--- src/rtl/wb_master_interface_if.sv ---
// Wishbone B4 pipelined bus bundle seen from the initiator side.
// Signal suffixes follow the initiator's point of view (_o driven by the master).
interface wb_master_interface_if;
  logic [31:0] wb_adr_o;
  logic [31:0] wb_dat_o;
  logic [31:0] wb_dat_i;
  logic        wb_we_o;
  logic [3:0]  wb_sel_o;
  logic        wb_stb_o;
  logic        wb_ack_i;
  logic        wb_cyc_o;
  logic        wb_stall_i;

  modport master (
    output wb_adr_o, wb_dat_o, wb_we_o, wb_sel_o, wb_stb_o, wb_cyc_o,
    input  wb_dat_i, wb_ack_i, wb_stall_i
  );

  modport slave (
    input  wb_adr_o, wb_dat_o, wb_we_o, wb_sel_o, wb_stb_o, wb_cyc_o,
    output wb_dat_i, wb_ack_i, wb_stall_i
  );
endinterface

--- src/rtl/wb_master_interface.sv ---
// Single-outstanding pipelined Wishbone B4 initiator: accepts one request over
// valid/ready, runs one bus cycle, and returns a one-cycle response (data or timeout).
module wb_master_interface #(
  parameter int unsigned TIMEOUT_CYCLES = 255
) (
  input  logic                   clk_i,
  input  logic                   rst_ni,
  input  logic                   req_i,
  output logic                   req_ready_o,
  input  logic [31:0]            req_addr_i,
  input  logic                   req_we_i,
  input  logic [3:0]             req_sel_i,
  input  logic [31:0]            req_wdata_i,
  output logic                   rsp_valid_o,
  output logic [31:0]            rsp_rdata_o,
  output logic                   rsp_err_o,
  wb_master_interface_if.master  wb
);

  // A disabled timeout still needs a one-bit counter to keep the datapath legal.
  localparam int unsigned     CNT_W     = (TIMEOUT_CYCLES == 0) ? 1 : $clog2(TIMEOUT_CYCLES + 1);
  localparam logic [CNT_W-1:0] CNT_MAX   = '1;
  localparam logic [CNT_W-1:0] CNT_LIMIT = CNT_W'(TIMEOUT_CYCLES);

  typedef enum logic [1:0] {
    ST_IDLE,
    ST_REQUEST,
    ST_WAIT_ACK,
    ST_RESPONSE
  } state_e;

  state_e           r_state,  w_state_next;
  logic [31:0]      r_adr,    w_adr_next;
  logic [31:0]      r_dat,    w_dat_next;
  logic             r_we,     w_we_next;
  logic [3:0]       r_sel,    w_sel_next;
  logic             r_cyc,    w_cyc_next;
  logic             r_stb,    w_stb_next;
  logic             r_rsp_valid, w_rsp_valid_next;
  logic             r_rsp_err,   w_rsp_err_next;
  logic [31:0]      r_rsp_rdata, w_rsp_rdata_next;
  logic [CNT_W-1:0] r_cnt,    w_cnt_next;

  logic [CNT_W-1:0] w_cnt_inc;
  logic             w_timeout;
  logic             w_ack_taken;

  assign w_cnt_inc = (r_cnt == CNT_MAX) ? r_cnt : r_cnt + CNT_W'(1);
  assign w_timeout = (TIMEOUT_CYCLES != 0) && (w_cnt_inc == CNT_LIMIT);

  // An ack only counts once the strobe has actually been taken by the slave.
  assign w_ack_taken = wb.wb_ack_i &&
                       ((r_state == ST_WAIT_ACK) ||
                        (r_state == ST_REQUEST && !wb.wb_stall_i));

  // NOTE: every signal assigned here gets a default first, so no path leaves one
  // unassigned and no latch is inferred.
  always_comb begin
    w_state_next     = r_state;
    w_adr_next       = r_adr;
    w_dat_next       = r_dat;
    w_we_next        = r_we;
    w_sel_next       = r_sel;
    w_cyc_next       = r_cyc;
    w_stb_next       = r_stb;
    w_rsp_valid_next = r_rsp_valid;
    w_rsp_err_next   = r_rsp_err;
    w_rsp_rdata_next = r_rsp_rdata;
    w_cnt_next       = r_cnt;

    case (r_state)
      ST_IDLE: begin
        if (req_i) begin
          w_adr_next   = req_addr_i;
          w_dat_next   = req_wdata_i;
          w_we_next    = req_we_i;
          w_sel_next   = req_sel_i;
          w_cyc_next   = 1'b1;
          w_stb_next   = 1'b1;
          w_cnt_next   = '0;
          w_state_next = ST_REQUEST;
        end
      end

      ST_REQUEST, ST_WAIT_ACK: begin
        if (w_ack_taken) begin
          w_cyc_next       = 1'b0;
          w_stb_next       = 1'b0;
          w_rsp_valid_next = 1'b1;
          w_rsp_err_next   = 1'b0;
          w_rsp_rdata_next = r_we ? 32'd0 : wb.wb_dat_i;
          w_state_next     = ST_RESPONSE;
        end else begin
          w_cnt_next = w_cnt_inc;
          if (r_state == ST_REQUEST && !wb.wb_stall_i) begin
            w_stb_next   = 1'b0;
            w_state_next = ST_WAIT_ACK;
          end
          if (w_timeout) begin
            w_cyc_next       = 1'b0;
            w_stb_next       = 1'b0;
            w_rsp_valid_next = 1'b1;
            w_rsp_err_next   = 1'b1;
            w_rsp_rdata_next = 32'd0;
            w_state_next     = ST_RESPONSE;
          end
        end
      end

      ST_RESPONSE: begin
        w_rsp_valid_next = 1'b0;
        w_rsp_err_next   = 1'b0;
        w_rsp_rdata_next = 32'd0;
        w_state_next     = ST_IDLE;
      end

      default: w_state_next = ST_IDLE;
    endcase
  end

  // NOTE: state registers use non-blocking assignments so every flop samples the
  // pre-edge values regardless of statement order.
  always_ff @(posedge clk_i or negedge rst_ni) begin
    if (!rst_ni) begin
      r_state <= ST_IDLE;
    end else begin
      r_state <= w_state_next;
    end
  end

  // NOTE: all bus and response registers are reset so the bus is quiet and
  // deterministic the instant rst_ni falls, even mid-transaction.
  always_ff @(posedge clk_i or negedge rst_ni) begin
    if (!rst_ni) begin
      r_adr       <= '0;
      r_dat       <= '0;
      r_we        <= 1'b0;
      r_sel       <= '0;
      r_cyc       <= 1'b0;
      r_stb       <= 1'b0;
      r_rsp_valid <= 1'b0;
      r_rsp_err   <= 1'b0;
      r_rsp_rdata <= '0;
      r_cnt       <= '0;
    end else begin
      r_adr       <= w_adr_next;
      r_dat       <= w_dat_next;
      r_we        <= w_we_next;
      r_sel       <= w_sel_next;
      r_cyc       <= w_cyc_next;
      r_stb       <= w_stb_next;
      r_rsp_valid <= w_rsp_valid_next;
      r_rsp_err   <= w_rsp_err_next;
      r_rsp_rdata <= w_rsp_rdata_next;
      r_cnt       <= w_cnt_next;
    end
  end

  assign req_ready_o = (r_state == ST_IDLE);
  assign rsp_valid_o = r_rsp_valid;
  assign rsp_err_o   = r_rsp_err;
  assign rsp_rdata_o = r_rsp_rdata;

  assign wb.wb_adr_o = r_adr;
  assign wb.wb_dat_o = r_dat;
  assign wb.wb_we_o  = r_we;
  assign wb.wb_sel_o = r_sel;
  assign wb.wb_cyc_o = r_cyc;
  assign wb.wb_stb_o = r_stb;

endmodule

--- src/flat_wrapper.sv ---
// flat-port wrapper written by rule: the top's interface ports become plain ports
module wb_master_interface_flat 
#(
  parameter int unsigned TIMEOUT_CYCLES = 255
)
  (clk_i, rst_ni, req_i, req_ready_o, req_addr_i, req_we_i, req_sel_i, req_wdata_i, rsp_valid_o, rsp_rdata_o, rsp_err_o, wb_wb_adr_o, wb_wb_dat_o, wb_wb_we_o, wb_wb_sel_o, wb_wb_stb_o, wb_wb_cyc_o, wb_wb_dat_i, wb_wb_ack_i, wb_wb_stall_i);
  wb_master_interface_if wb_i ();
  input  logic clk_i;
  input  logic rst_ni;
  input  logic req_i;
  output logic req_ready_o;
  input  logic [31:0] req_addr_i;
  input  logic req_we_i;
  input  logic [3:0] req_sel_i;
  input  logic [31:0] req_wdata_i;
  output logic rsp_valid_o;
  output logic [31:0] rsp_rdata_o;
  output logic rsp_err_o;
  output wire logic [$bits(wb_i.wb_adr_o)-1:0] wb_wb_adr_o;
  output wire logic [$bits(wb_i.wb_dat_o)-1:0] wb_wb_dat_o;
  output wire logic [$bits(wb_i.wb_we_o)-1:0] wb_wb_we_o;
  output wire logic [$bits(wb_i.wb_sel_o)-1:0] wb_wb_sel_o;
  output wire logic [$bits(wb_i.wb_stb_o)-1:0] wb_wb_stb_o;
  output wire logic [$bits(wb_i.wb_cyc_o)-1:0] wb_wb_cyc_o;
  input wire logic [$bits(wb_i.wb_dat_i)-1:0] wb_wb_dat_i;
  input wire logic [$bits(wb_i.wb_ack_i)-1:0] wb_wb_ack_i;
  input wire logic [$bits(wb_i.wb_stall_i)-1:0] wb_wb_stall_i;
  assign wb_wb_adr_o = wb_i.wb_adr_o;
  assign wb_wb_dat_o = wb_i.wb_dat_o;
  assign wb_wb_we_o = wb_i.wb_we_o;
  assign wb_wb_sel_o = wb_i.wb_sel_o;
  assign wb_wb_stb_o = wb_i.wb_stb_o;
  assign wb_wb_cyc_o = wb_i.wb_cyc_o;
  assign wb_i.wb_dat_i = wb_wb_dat_i;
  assign wb_i.wb_ack_i = wb_wb_ack_i;
  assign wb_i.wb_stall_i = wb_wb_stall_i;
  wb_master_interface #(.TIMEOUT_CYCLES(TIMEOUT_CYCLES)) u_core (.clk_i(clk_i), .rst_ni(rst_ni), .req_i(req_i), .req_ready_o(req_ready_o), .req_addr_i(req_addr_i), .req_we_i(req_we_i), .req_sel_i(req_sel_i), .req_wdata_i(req_wdata_i), .rsp_valid_o(rsp_valid_o), .rsp_rdata_o(rsp_rdata_o), .rsp_err_o(rsp_err_o), .wb(wb_i));
endmodule
--- config.mk ---
export PLATFORM = sky130hd
export DESIGN_NAME = wb_master_interface_flat
export DESIGN_NICKNAME = d
export VERILOG_FILES = /design/src/rtl/wb_master_interface_if.sv /design/src/rtl/wb_master_interface.sv /design/src/flat_wrapper.sv
export SDC_FILE = /design/constraint.sdc
export NUM_CORES = 1
export LEC_CHECK = 0
export ABC_CLOCK_PERIOD_IN_PS = 3810
export BUFFER_PORTS_ARGS = -buffer_cell sky130_fd_sc_hd__buf_2
export CAP_MARGIN = 20
export CELL_PAD_IN_SITES_DETAIL_PLACEMENT = 1
export CELL_PAD_IN_SITES_GLOBAL_PLACEMENT = 1
export CORE_AREA = 5 5 98 137
export DETAILED_ROUTE_END_ITERATION = 8
export DIE_AREA = 0 0 103 142
export PLACE_DENSITY = 0.91
export SETUP_SLACK_MARGIN = 0.1
export SYNTH_ARGS = -nofsm -noshare
export SYNTH_HDL_FRONTEND = slang
export SYNTH_SLANG_ARGS = --single-unit
--- constraint.sdc ---
create_clock -name clk_i -period 3.81 [get_ports clk_i]
set_input_delay 1.143 -clock clk_i [delete_from_list [all_inputs] [get_ports clk_i]]
set_output_delay 1.143 -clock clk_i [all_outputs]
set_load 0.1 [all_outputs]
==> results of run 1 <==
[layout make-up]
type	instances	share of cell area
antenna	2	0.000778
clock buffer	19	0.0704
clock inverter	13	0.0268
inverter	4	0.00233
multi-input combinational	181	0.253
sequential	115	0.447
tap	150	0.0292
timing repair buffer	214	0.170
[worst min path at each step]
stage | from | to
final | u_core.rsp_rdata_o[19] | u_core.rsp_rdata_o[19]
after detailed placement | u_core.rsp_rdata_o[0] | u_core.rsp_rdata_o[0]
after global routing | u_core.rsp_rdata_o[25] | u_core.rsp_rdata_o[25]
after CTS | u_core.rsp_rdata_o[19] | u_core.rsp_rdata_o[19]
after floorplan | u_core.r_cnt[6] | u_core.r_cnt[6]
after global placement | u_core.rsp_rdata_o[19] | u_core.rsp_rdata_o[19]
[per-layer routing]
layer	track usage	wire, um	vias up
met1	0.197	4630	1873
met3	0.0745	984	30
met4	0.0744	344	2
met2	0.380	8400	145
met5	0	12	-
li1	-	-	1595
[stage by stage]
stage / hold WS (ns) / setup slack (ns) / cells
after CTS: 0.500 / 0.936 / 696
after detailed placement: 0.476 / 0.781 / 664
after global placement: 0.477 / 0.956 / 664
final: 0.493 / 0.982 / 698
after floorplan: 0.492 / 1.28 / 315
after global routing: 0.515 / 0.886 / 697
[registers in the layout, summed over array words and instances, names as in the netlist, 2 cells and up]
name                cells
u_core.rsp_rdata_o     32
u_core.wb.wb_adr_o     32
u_core.wb.wb_dat_o     32
u_core.r_cnt            8
u_core.wb.wb_sel_o      4
u_core.r_state          2
[critical path, cell delays in order (launching register included)]
cell and delay, ns:
dfrtp_1 0.41, inv_1 0.16, ha_1 0.26, buf_2 0.46
[layout by cell type, fill, tap and decap left out, drive strengths merged, types with 3 or more instances in the layout]
cell	count
nor3	3
inv	7
buf	214
clkinv	3
a211oi	5
dfrtp	115
clkbuf	19
clkinvlp	4
a22o	34
nor2b	3
bufinv	3
nor2	11
nand2	11
ha	7
nand2b	3
nand3	3
a21oi	5
o21ai	5
mux2	70
[cell families after synthesis]
family / after synthesis
AND/OR/NAND/NOR: 39
adder cells (fa/ha/maj): 7
multiplexers: 72
flip-flops: 115
AO/OA/AOI/OAI: 63
buffers and inverters: 19
[synthesized netlist by cell type (all sizes together) (2+ instances only)]
library cell  number  area, sq um
dfrtp            115         2880
mux2              70          788
a22o              34          298
clkbuf            11         41.3
nand2             11         43.8
nor2              11         41.3
ha                 7         87.6
a211oi             5         50.1
a21oi              5         25.0
o21ai              5         25.0
buf                4         41.3
inv                4         15.0
nand2b             3         18.8
nand3              3         15.0
nor2b              3         18.8
nor3               3         15.0
a32o               2         20.0
mux2i              2         20.0
o21bai             2         26.3
o31ai              2         15.0
==> impl_metrics.env, run 1 <==
export IMPL_setup_viol_count_final=0
export IMPL_clkTransAtPathRegs_ns=0.06
export IMPL_muxShareOfSynthArea=0.176
export IMPL_core_rowCount=48
export IMPL_skew_ns=0.00986
export IMPL_nFillCells=1324
export IMPL_async_reset_ff_frac=1.00
export IMPL_grt_max_degree=61
export IMPL_end_kind="output port"
export IMPL_finalHoldViolCount=0
export IMPL_drc=0
export IMPL_seq_area_sq_um=2880
export IMPL_drv_cap=0
export IMPL_via_per_inst=5.22
export IMPL_h_tree_depth=4
export IMPL_die_h_um=142
export IMPL_clock_latency_ns=0.41
export IMPL_rsz0062_at_grt="no"
export IMPL_slew_viol_final=0
export IMPL_grt_overflow=0
export IMPL_num_vias=3645
export IMPL_utilization=0.530
export IMPL_grt_pass1_wl_um=22600
export IMPL_syn_num_nets=428
export IMPL_dieWidth_um=103
export IMPL_syn2layout_area_growth_pct=40.2
export IMPL_min_period_ns=2.83
export IMPL_cts_sinks=115
export IMPL_synth_xor_xnor_area_share=0
export IMPL_cts_made_buffers=17
export IMPL_synth_edf_count=0
export IMPL_syn_inst=315
export IMPL_wl_per_cell_um=20.6
export IMPL_hp_class="flip-flop to flip-flop"
export IMPL_tightest_slew_ns=0.833
export IMPL_critPathKind="flip-flop to output port"
export IMPL_synth_compound_area_frac=0.114
export IMPL_r2r_end="u_core.rsp_rdata_o[2]"
export IMPL_crit_arrival_ns=1.68
export IMPL_required_ns=2.67
export IMPL_drtIter0Drc=72
export IMPL_cts_repair_resized=0
export IMPL_rr_startpoint="u_core.r_state[1]"
export IMPL_worst_r2r_setup_slack_ns=1.19
export IMPL_cts_tree="yes"
export IMPL_holdBufCountCts=0
export IMPL_dr_pass1_iters=4
export IMPL_track_usage=0.202
export IMPL_portBuffers=211
export IMPL_synth_adder_area_share=0.0191
export IMPL_start_util=0.378
export IMPL_synth_seq_area_share=0.627
export IMPL_coreArea_sq_um=12100
export IMPL_synth_flop_cell="dfrtp_1"
export IMPL_synth_area_sq_um=4590
export IMPL_tns_ns=0
export IMPL_worstHoldPathCells=1
export IMPL_ys_warn_count=0
export IMPL_crit_end="req_ready_o"
export IMPL_io_pin_count=212
export IMPL_root_buffer="clkbuf_16"
export IMPL_max_slew_margin_rel=0.443
export IMPL_grt_pass1_vias=4299
export IMPL_antenna_found_initial=2
export IMPL_placed_cell_area_sq_um=5800
export IMPL_r2r_cells=7
export IMPL_multi_input_area_sq_um=1630
export IMPL_finalCritPeriodShare=0.742
export IMPL_cp_max_fo=5
export IMPL_cp_startpoint="u_core.r_state[1]"
export IMPL_routabilityCongestion=0.772
export IMPL_yosys_register_bits=115
export IMPL_status="complete, no violations"
export IMPL_nNetsFinal=646
export IMPL_post_cts_buffers=0
export IMPL_fmax_mhz=354
export IMPL_ant_nets=0
export IMPL_routed_wl_um=14400
export IMPL_startpoint_type="flip-flop"
export IMPL_clock_path_buffers=2
export IMPL_hpwlAfterDp_um=10500
export IMPL_yosys_area_share_simple=0.0420
export IMPL_synth_top_family_by_area="multiplexers"
export IMPL_dieArea_sq_um=14600
export IMPL_drive_gt1_frac=0.593
export IMPL_avgSynthCellArea_sq_um=14.6
export IMPL_fin_area_sq_um=6430
export IMPL_synthDistinctLibCells=37
Power of run 1 is left out: the tool's default activity adds up to more than one toggle a clock period on the data nets, which glitch-free logic cannot reach.
==> inputs of run 2 (changes only) <==
ABC_CLOCK_PERIOD_IN_PS = 2700   (was 3810)
CORE_AREA = 5 5 102 142   (was 5 5 98 137)
DIE_AREA = 0 0 107 147   (was 0 0 103 142)
PLACE_DENSITY = 0.85   (was 0.91)
clock period = 2.7 ns   (was 3.81 ns; I/O delays follow)
==> impl_metrics.env, run 2 (synthesis results as in run 1) <==
export IMPL_status="complete, no violations"
export IMPL_via_per_inst=5.04
export IMPL_end_kind="output port"
export IMPL_routed_wl_um=13700
export IMPL_placed_cell_area_sq_um=5850
export IMPL_clock_latency_ns=0.41
export IMPL_wl_per_cell_um=19.5
export IMPL_portBuffers=211
export IMPL_drv_cap=0
export IMPL_grt_pass1_vias=4232
export IMPL_finalHoldViolCount=0
export IMPL_hpwlAfterDp_um=10100
export IMPL_crit_arrival_ns=1.63
export IMPL_core_rowCount=50
export IMPL_io_pin_count=212
export IMPL_nNetsFinal=649
export IMPL_rsz0062_at_grt="no"
export IMPL_dieWidth_um=107
export IMPL_drc=0
export IMPL_clock_path_buffers=2
export IMPL_clkTransAtPathRegs_ns=0.05
export IMPL_root_buffer="clkbuf_16"
export IMPL_track_usage=0.182
export IMPL_finalCritPeriodShare=0.904
export IMPL_ant_nets=0
export IMPL_grt_pass1_wl_um=22300
export IMPL_startpoint_type="flip-flop"
export IMPL_die_h_um=147
export IMPL_hp_class="input port to async pin"
export IMPL_holdBufCountCts=0
export IMPL_final_common_cell="buf_2"
export IMPL_multi_input_area_sq_um=1620
export IMPL_cts_made_buffers=17
export IMPL_routabilityCongestion=0.823
export IMPL_drtIter0Drc=140
export IMPL_nFillCells=1423
export IMPL_critPathKind="flip-flop to output port"
export IMPL_coreArea_sq_um=13100
export IMPL_num_vias=3554
export IMPL_cp_max_fo=5
export IMPL_tightest_slew_ns=0.550
export IMPL_grt_overflow=0
export IMPL_grt_max_degree=64
export IMPL_max_slew_margin_rel=0.629
export IMPL_tns_ns=0
export IMPL_fin_area_sq_um=6480
export IMPL_dieArea_sq_um=15700
export IMPL_min_period_ns=2.44
export IMPL_drive_gt1_frac=0.594
export IMPL_setup_viol_count_final=0
export IMPL_start_util=0.349
export IMPL_cts_sinks=115
export IMPL_required_ns=1.89
export IMPL_diodes=0
export IMPL_h_tree_depth=4
export IMPL_fmax_mhz=410
export IMPL_cts_tree="yes"
export IMPL_dr_pass1_iters=4
export IMPL_seq_area_sq_um=2880
export IMPL_slew_viol_final=0
export IMPL_antenna_found_initial=1
export IMPL_syn2layout_area_growth_pct=41.3
export IMPL_skew_ns=0.0100
export IMPL_final_cell_mix="buf_2 (210), dfrtp_1 (115), mux2_2 (70)"
## run 2: cell types whose count changed in the layout (fill, tap and decap cells not counted), sizes merged, moves of 2 or more
cell / previous run / this run
clkinvlp: 4 / 0
buf: 214 / 217
clkinv: 3 / 8
diode: 2 / 0
## run 2: metrics by stage
step,utilization,worst slack [ns],hold slack [ns],std cells
after global placement,0.445,0.423,0.478,673
after detailed placement,0.445,0.321,0.481,673
after CTS,0.494,0.230,0.332,705
final,0.494,0.259,0.335,705
after global routing,0.494,0.109,0.358,705
after floorplan,-,0.215,0.492,315
## run 2: layout make-up
class | count | area share
repair buffers | 217 | 0.176
multi-input cells | 181 | 0.250
flip-flops and latches | 115 | 0.444
clock buffers | 18 | 0.0662
inverters | 4 | 0.00232
well taps | 156 | 0.0301
clock inverters | 14 | 0.0314
## run 2: repair_timing
| action | in CTS | in global routing |
|---|---|---|
| resized for setup | 0 | 1 |
| setup buffers | 0 | 0 |
| endpoints found under the hold margin | 0 | 0 |
| endpoints found under the setup margin | 0 | 1 |
## run 2: layer usage
layer | vias to the layer above | wire length (um) | GRT usage
met3 | 42 | 883 | 0.0611
met1 | 1778 | 4610 | 0.184
met4 | 2 | 468 | 0.0800
li1 | 1597 | - | -
met2 | 135 | 7770 | 0.333
met5 | - | 12 | 0
## run 2: worst paths after layout
check                                       from                endpoint  slack (ns)  cells after the start
setup / recovery               u_core.r_state[1]             req_ready_o        0.26                      3
hold / removal                            rst_ni   u_core.wb.wb_adr_o[0]        0.34                      1
max in group asynchronous                 rst_ni  u_core.rsp_rdata_o[28]        1.70                      2
setup reg to reg                 u_core.r_cnt[0]        u_core.rsp_err_o        0.31                      7
min in group clk_i         u_core.rsp_rdata_o[4]   u_core.rsp_rdata_o[4]        0.50                      1
hold reg to reg            u_core.rsp_rdata_o[4]   u_core.rsp_rdata_o[4]        0.50                      1
## run 2: worst max-delay path, cell delays in order, from the launching register on
cell and delay (ns):
dfrtp_1 0.40, inv_1 0.14, ha_1 0.23, buf_2 0.45
Power of run 2 is left out for the same reason.
==> inputs of run 3 (changes only) <==
RECOVER_POWER = 50   (was default)
==> impl_metrics.env, run 3 (synthesis results as in run 1) <==
export IMPL_tightest_slew_ns=1.67
export IMPL_drive_gt1_frac=0.566
export IMPL_path_cells="clkbuf_1"
export IMPL_crit_arrival_ns=1.63
export IMPL_max_slew_margin_rel=-0.114
export IMPL_slew_viol_final=30
export IMPL_routed_wl_um=13700
export IMPL_final_cell_mix="buf_2 (198), dfrtp_1 (115), mux2_2 (70)"
export IMPL_cts_made_buffers=17
export IMPL_end_kind="output port"
export IMPL_utilization=0.491
export IMPL_cp_buffers_inverters=1
export IMPL_finalHoldViolCount=0
export IMPL_cts_repair_resized=0
export IMPL_startpoint_type="flip-flop"
export IMPL_wl_per_cell_um=19.5
export IMPL_clock_latency_ns=0.41
export IMPL_syn2layout_area_growth_pct=40.5
export IMPL_hpwlAfterDp_um=10100
export IMPL_h_tree_depth=4
export IMPL_num_vias=3562
export IMPL_nFillCells=1431
export IMPL_cts_tree="yes"
export IMPL_drv_cap=1
export IMPL_core_rowCount=50
export IMPL_grt_pass1_wl_um=22300
export IMPL_io_pin_count=212
export IMPL_via_per_inst=5.05
export IMPL_drc=0
export IMPL_nNetsFinal=649
export IMPL_diodes=0
export IMPL_die_h_um=147
export IMPL_layout_setup_ws_ns=0.262
export IMPL_post_cts_buffers=0
export IMPL_portBuffers=211
export IMPL_required_ns=1.89
export IMPL_final_common_cell="buf_2"
export IMPL_tns_ns=0
export IMPL_clkTransAtPathRegs_ns=0.06
export IMPL_track_usage=0.182
export IMPL_status="finished with violations"
export IMPL_antenna_found_initial=1
export IMPL_holdBufCountCts=0
export IMPL_max_stage_delay_ns=0.87
export IMPL_root_buffer="clkbuf_16"
export IMPL_cp_max_fo=2
export IMPL_coreArea_sq_um=13100
export IMPL_start_util=0.349
export IMPL_hp_class="flip-flop to flip-flop"
export IMPL_dr_pass1_iters=4
export IMPL_routabilityCongestion=0.823
export IMPL_crit_path_top_delay_cell="clkbuf_1"
export IMPL_fmax_mhz=410
export IMPL_cts_sinks=115
export IMPL_skew_ns=0.00984
export IMPL_dieArea_sq_um=15700
export IMPL_grt_overflow=0
export IMPL_ant_nets=0
export IMPL_critPathKind="flip-flop to output port"
export IMPL_violations="max-capacitance violations, max-slew violations"
export IMPL_dpl_worst_slack_ns=0.321
export IMPL_drtIter0Drc=133
export IMPL_setup_viol_count_final=0
export IMPL_clock_path_buffers=2
export IMPL_grt_pass1_vias=4232
export IMPL_cpLargestDelayFamily="buffers and inverters"
export IMPL_grt_max_degree=64
export IMPL_min_period_ns=2.44
export IMPL_finalCritPeriodShare=0.903
export IMPL_rsz0062_at_grt="no"
export IMPL_dieWidth_um=107
export IMPL_holdWs_ns=0.496
run 3: metrics by stage:
stage	instances	cell area, sq um
6_report	705	6440
5_1_grt	705	6440
4_1_cts	705	6480
3_5_place_dp	673	5850
3_3_place_gp	673	5850
2_1_floorplan	315	4590
run 3: metal layers:
metal	routed length (um)	global-route usage
met5	12	0
met4	482	0.0800
met3	909	0.0611
met2	7770	0.333
met1	4570	0.184
run 3: layout make-up:
| cell class | instances | area (sq um) | area share |
|---|---|---|---|
| timing repair buffer | 217 | 1100 | 0.171 |
| clock inverter | 14 | 204 | 0.0316 |
| clock buffer | 18 | 429 | 0.0666 |
| tap | 156 | 195 | 0.0303 |
| sequential | 115 | 2880 | 0.447 |
| multi-input combinational | 181 | 1620 | 0.251 |
| inverter | 4 | 15.0 | 0.00233 |
run 3: path summary, 6_finish.rpt:
path	from	endpoint	slack, ns	cells after the start
max	u_core.wb.wb_adr_o[1]	wb_wb_adr_o[1]	0.26	1
min	u_core.rsp_rdata_o[4]	u_core.rsp_rdata_o[4]	0.50	1
max reg2reg	u_core.r_cnt[0]	u_core.rsp_err_o	0.31	7
min reg2reg	u_core.rsp_rdata_o[4]	u_core.rsp_rdata_o[4]	0.50	1
max in group asynchronous	rst_ni	u_core.wb.wb_dat_o[7]	0.56	2
min in group asynchronous	rst_ni	u_core.wb.wb_adr_o[0]	0.83	1
Power of run 3 is left out for the same reason.
